--- src/rtl/argmax_classifier.sv ---
// Argmax over NUM_CLASSES signed scores, scanned one per clock from a snapshot.
// Reports winning index, its score, margin over the runner-up and confidence.
module argmax_classifier #(
    parameter int NUM_CLASSES = 10,
    parameter int DATA_W = 16,
    parameter logic [DATA_W-1:0] MARGIN_MIN = 16'd256
) (
    input  logic                       Clk,
    input  logic                       Reset_n,
    input  logic                       Start,
    input  logic [DATA_W-1:0]          Probability [NUM_CLASSES-1:0],
    output logic                       Busy,
    output logic                       Done,
    output logic                       Valid,
    output logic [$clog2(NUM_CLASSES)-1:0] Digit,
    output logic [DATA_W-1:0]          Max_Value,
    output logic [DATA_W-1:0]          Margin,
    output logic                       Confident,
    output logic [NUM_CLASSES-1:0]     Onehot
);
    localparam int IW = $clog2(NUM_CLASSES);
    localparam logic [IW-1:0] LAST = IW'(NUM_CLASSES - 1);
    localparam logic signed [DATA_W-1:0] MOST_NEG = {1'b1, {(DATA_W-1){1'b0}}};

    typedef enum logic [1:0] {IDLE, SCAN, DONE} state_e;

    state_e state_q, state_d;
    logic [IW-1:0] idx_q, idx_d;
    logic [IW-1:0] best_idx_q, best_idx_d;
    logic signed [DATA_W-1:0] best_q, best_d;
    logic signed [DATA_W-1:0] second_q, second_d;
    logic [DATA_W-1:0] snap_q [NUM_CLASSES-1:0];
    logic [DATA_W-1:0] snap_d [NUM_CLASSES-1:0];

    logic busy_q, busy_d;
    logic done_q, done_d;
    logic valid_q, valid_d;
    logic [IW-1:0] digit_q, digit_d;
    logic [DATA_W-1:0] max_q, max_d;
    logic [DATA_W-1:0] margin_q, margin_d;
    logic conf_q, conf_d;
    logic [NUM_CLASSES-1:0] onehot_q, onehot_d;

    logic accept;
    logic signed [DATA_W-1:0] cur;

    assign accept = Start && (state_q != SCAN);

    always_ff @(posedge Clk or negedge Reset_n) begin
        if (!Reset_n) begin
            state_q    <= IDLE;
            idx_q      <= '0;
            best_idx_q <= '0;
            best_q     <= MOST_NEG;
            second_q   <= MOST_NEG;
            snap_q     <= '{default: '0};
            busy_q     <= 1'b0;
            done_q     <= 1'b0;
            valid_q    <= 1'b0;
            digit_q    <= '0;
            max_q      <= '0;
            margin_q   <= '0;
            conf_q     <= 1'b0;
            onehot_q   <= '0;
        end else begin
            state_q    <= state_d;
            idx_q      <= idx_d;
            best_idx_q <= best_idx_d;
            best_q     <= best_d;
            second_q   <= second_d;
            snap_q     <= snap_d;
            busy_q     <= busy_d;
            done_q     <= done_d;
            valid_q    <= valid_d;
            digit_q    <= digit_d;
            max_q      <= max_d;
            margin_q   <= margin_d;
            conf_q     <= conf_d;
            onehot_q   <= onehot_d;
        end
    end

    always_comb begin
        state_d = state_q;
        unique case (state_q)
            IDLE:    if (Start) state_d = SCAN;
            SCAN:    if (idx_q == LAST) state_d = DONE;
            DONE:    state_d = Start ? SCAN : IDLE;
            default: state_d = IDLE;
        endcase
    end

    always_comb begin
        snap_d     = snap_q;
        idx_d      = idx_q;
        best_d     = best_q;
        second_d   = second_q;
        best_idx_d = best_idx_q;
        cur        = snap_q[idx_q];
        if (accept) begin
            for (int i = 0; i < NUM_CLASSES; i++) snap_d[i] = Probability[i];
            idx_d      = '0;
            best_d     = MOST_NEG;
            second_d   = MOST_NEG;
            best_idx_d = '0;
        end else if (state_q == SCAN) begin
            // Strict compares: an equal later score only becomes runner-up
            if (cur > best_q) begin
                second_d   = best_q;
                best_d     = cur;
                best_idx_d = idx_q;
            end else if (cur > second_q) begin
                second_d = cur;
            end
            if (idx_q != LAST) idx_d = idx_q + 1'b1;
        end
    end

    always_comb begin
        busy_d   = (state_q == SCAN);
        done_d   = (state_q == DONE);
        valid_d  = valid_q;
        digit_d  = digit_q;
        max_d    = max_q;
        margin_d = margin_q;
        conf_d   = conf_q;
        onehot_d = onehot_q;
        if (state_q == DONE) begin
            valid_d  = 1'b1;
            digit_d  = best_idx_q;
            max_d    = best_q;
            // best >= second, so the modular difference is the true margin
            margin_d = best_q - second_q;
            conf_d   = margin_d >= MARGIN_MIN;
            onehot_d = NUM_CLASSES'(1) << best_idx_q;
        end
    end

    assign Busy      = busy_q;
    assign Done      = done_q;
    assign Valid     = valid_q;
    assign Digit     = digit_q;
    assign Max_Value = max_q;
    assign Margin    = margin_q;
    assign Confident = conf_q;
    assign Onehot    = onehot_q;
endmodule
--- config.mk ---
export PLATFORM = sky130hd
export DESIGN_NAME = argmax_classifier
export DESIGN_NICKNAME = d
export VERILOG_FILES = /design/src/rtl/argmax_classifier.sv
export SDC_FILE = /design/constraint.sdc
export NUM_CORES = 1
export LEC_CHECK = 0
export CAP_MARGIN = 0
export CORE_MARGIN = 1.5
export CORE_UTILIZATION = 58
export CTS_CLUSTER_DIAMETER = 100
export DETAILED_ROUTE_END_ITERATION = 6
export HOLD_SLACK_MARGIN = 0.08
export PLACE_DENSITY = 0.94
export SYNTH_ARGS = -nofsm -noshare
export SYNTH_HDL_FRONTEND = slang
export SYNTH_SLANG_ARGS = --single-unit
--- constraint.sdc ---
create_clock -name Clk -period 11.6 [get_ports Clk]
set_input_delay 1.74 -clock Clk [delete_from_list [all_inputs] [get_ports Clk]]
set_output_delay 1.74 -clock Clk [all_outputs]
set_load 0.02 [all_outputs]
==> metrics.md <==
| Metric | Value |
|---|---|
| Initial antenna violation count | `0` |
| Diodes inserted | `0` |
| WL final | `35.4 mm` |
| Vias | `10500` |
| CP Data Arrival Time | `5.85 ns` |
| Rows | `53` |
| CTS tree | `done` |
| Area of the multi-input gates | `5830 sq um` |
| Worst Skew | `0.0122 ns` |
| Xor-xnor portion of the synthesized cell area | `0.00763` |
| GRT Total Usage | `0.323` |
| Clock Root Buffer | `clkbuf_16` |
| Post_cts resized | `0` |
| Period minus WS final | `5.43 ns` |
| Synth Area in Compound Gates | `0.0801` |
| DRC | `0` |
| Slew Limit Fails | `0` |
| Layout cell share with drive strength beyond 1 | `0.0900` |
| Post-CTS Setup Repair Bufs | `0` |
| RePlAce Congestion | `0.929` |
| Seq. cell area | `6310 sq um` |
| #FFs+latches synth | `252` |
| Period utilization | `0.468` |
| Mapped Nets | `1549` |
| Longest Clk Path Bufs | `3` |
| Critical path buffers and inverters | `1` |
| Register area share after synthesis | `0.500` |
| Initial cell density of the core | `0.597` |
| LEAKAGE | `7.76 nW` |
| Number of flops mapped to enable cells by yosys | `0` |
| Fill cell count | `1352` |
| Adder-Cell Fraction of Synth Area | `0.0502` |
| VDD IR max | `0.230 mV` |
| Final setup violating endpoints | `0` |
| CP Data Required Time | `12.02 ns` |
| Critical path's top delay family | `compound AO/OA/AOI/OAI gates` |
| Post-synthesis cell type count | `61` |
| Cell count after synthesis | `1336` |
| Die Area | `22700 sq um` |
| Pwr dens | `342 nW/um^2` |
| Clock-pin slew on the worst setup and hold paths | `0.07 ns` |
| Chip height | `151 um` |
| Worst setup slack after layout | `6.17 ns` |
| Final hold vios | `0` |
| Vias/cell | `5.81` |
| MaxCap Viol Count | `0` |
| Ys flop type | `dfrtp_1` |
| DR iter-0 viols | `840` |
| Max Fclk | `184 MHz` |
| H-tree Lvls | `1` |
| Vias in the first global route | `10500` |
| Crit Path Max Fanout | `54` |
| Main combinational cell family by area after synthesis | `simple AND/OR/NAND/NOR gates` |
| DP HPWL | `24.6 mm` |
| DRT Pass-1 Iters | `5` |
| Ports | `213` |
| Number of clock sinks | `252` |
| Detail Route Antenna Nets | `0` |
| Drt wl/cell | `19.6 um` |
| Most frequent cells in the layout | `nand2_1 (564), dfrtp_1 (248), clkdlybuf4s50_1 (211)` |
| Slew Limit Headroom | `0.211` |
| Largest net degree at the start of global routing | `123` |
| RSZ-0062 raised after global routing | `false` |
| Cells along the critical path | `mux4_2 > a22oi_1 > a2bb2oi_1 > inv_1 > ha_1 > nand2_1 > or4_4 > a21oi_2 > a211oi_1 > mux2_4 > a211oi_4 > mux2_2` |
| Worst min-delay path class | `reg -> reg` |
| Port Buffer Count | `212` |
| Mux cell area share after synthesis | `0.116` |
| TritonCTS buffer count | `26` |
| Slew @ Worst Pin | `1.18 ns` |
| Setup CP Type | `reg -> reg` |
| Critical Path Max Stage Delay | `1.03 ns` |
| Post-Place Setup Slack | `6.13 ns` |
| Area Growth Syn to Fin | `25.3%` |
| Gr ovfl total | `0` |
| Synth Area in Simple Gates | `0.206` |
| Worst path slowest cell | `dfrtp_4` |
| CORE AREA | `21200 sq um` |
| Area of the mapped netlist | `12600 sq um` |
| Endpoint class of the critical path | `flop` |
| Commonest non-fill, non-tap cell in the layout | `nand2_1` |
| First-pass GRT wire length | `55.8 mm` |
| TNS Setup | `0 ns` |
| Yosys warning total | `0` |
| Final core occ | `0.748` |
| Die Wd | `151 um` |
| Mapped Avg Cell Area | `9.45 sq um` |
| Hold Buf Count CTS | `0` |
| Final nets | `1727` |
| Asr flop ratio synth | `1.00` |
| Status | `completed` |
| CP Launch Type | `flop` |
| Worst-Skew Late Latency | `0.54 ns` |
-- Yosys cell counts (3+ instances only) --
cell type,count,area share
buf_1,3,0.00089
inv_1,57,0.017
o31ai_1,5,0.0030
nand2_1,565,0.17
nor2_1,17,0.0051
a21o_1,8,0.0048
a2bb2oi_1,14,0.0097
mux2_2,22,0.020
buf_2,8,0.0032
mux2i_1,33,0.026
a32o_1,3,0.0024
clkbuf_1,58,0.017
mux2_4,11,0.013
nand2b_1,23,0.011
o211ai_1,5,0.0030
dfrtp_1,250,0.50
nand4_1,6,0.0030
a21oi_1,21,0.0083
a211oi_1,5,0.0030
o21ai_0,47,0.019
or2_2,3,0.0015
o21a_1,3,0.0018
xnor2_1,6,0.0042
ha_1,49,0.049
nor2b_1,8,0.0040
mux4_2,32,0.057
a22oi_1,16,0.0095
nand3_1,11,0.0044
xor2_1,5,0.0035
-- area by class of cell --
cell class / instances / share of cell area
sequential: 252 / 0.399
clock buffer: 38 / 0.0503
multi-input combinational: 956 / 0.369
clock inverter: 10 / 0.00760
tap: 275 / 0.0218
inverter: 58 / 0.0138
timing repair buffer: 220 / 0.138
-- power breakdown --
group          internal [mW]  switching, mW
Sequential              1.29          0.345
Clock                  0.522          0.358
Combinational           1.34           1.56
Total                   3.15           2.26
-- logic make-up (layout without fill, tap and decap cells) --
group                      count (synthesis)  count (layout)
buffers and inverters                    128             326
xor gates and xnor gates                  11              11
and+or+nand+nor                          648             648
muxes                                     98              98
DFF                                      252             252
AOI/OAI and AO/OA                        149             149
adders and majority gates                 50              50
-- state kept, by name, indices dropped and copies added (netlist names) --
register    cells
Onehot         10
idx_q           4
second_q       16
Margin         16
Confident       1
state_q         2
Done            1
snap_q        160
Busy            1
best_idx_q      4
Valid           1
Max_Value      16
Digit           4
best_q         16
-- per-stage QoR --
stage / instances / area [sq um] / power (mW) / hold slack [ns]
detailed placement: 1761 / 14900 / 4.46 / 0.454
floorplan: 1336 / 12600 / 3.62 / 0.440
finish: 1809 / 15800 / 5.41 / 0.465
CTS: 1809 / 15800 / 5.38 / 0.469
global placement: 1761 / 14900 / 4.36 / 0.449
global route: 1809 / 15800 / 5.74 / 0.484
-- final timing paths --
check | depth (start not counted) | slack, ns | startpoint | endpoint
max | 12 | 6.17 | idx_q[0]$_DFFE_PN0P_ | second_q[3]$_DFFE_PN0P_
min | 1 | 0.46 | Valid$_DFFE_PN0P_ | Valid$_DFFE_PN0P_
max reg2reg | 12 | 6.17 | idx_q[0]$_DFFE_PN0P_ | second_q[3]$_DFFE_PN0P_
min reg2reg | 1 | 0.46 | Valid$_DFFE_PN0P_ | Valid$_DFFE_PN0P_
max in group asynchronous | 2 | 8.85 | Reset_n | snap_q[117]$_DFFE_PN0P_
min in group asynchronous | 1 | 1.20 | Reset_n | snap_q[60]$_DFFE_PN0P_
-- layer usage --
layer  track usage  up-vias  part of all wire
li1              -     4777                 -
met1         0.436     5127              0.42
met2         0.534      517              0.48
met3        0.0415       93             0.066
met4         0.126        0             0.038
met5             0        -                 0
Power figures use the tool's default switching activity.
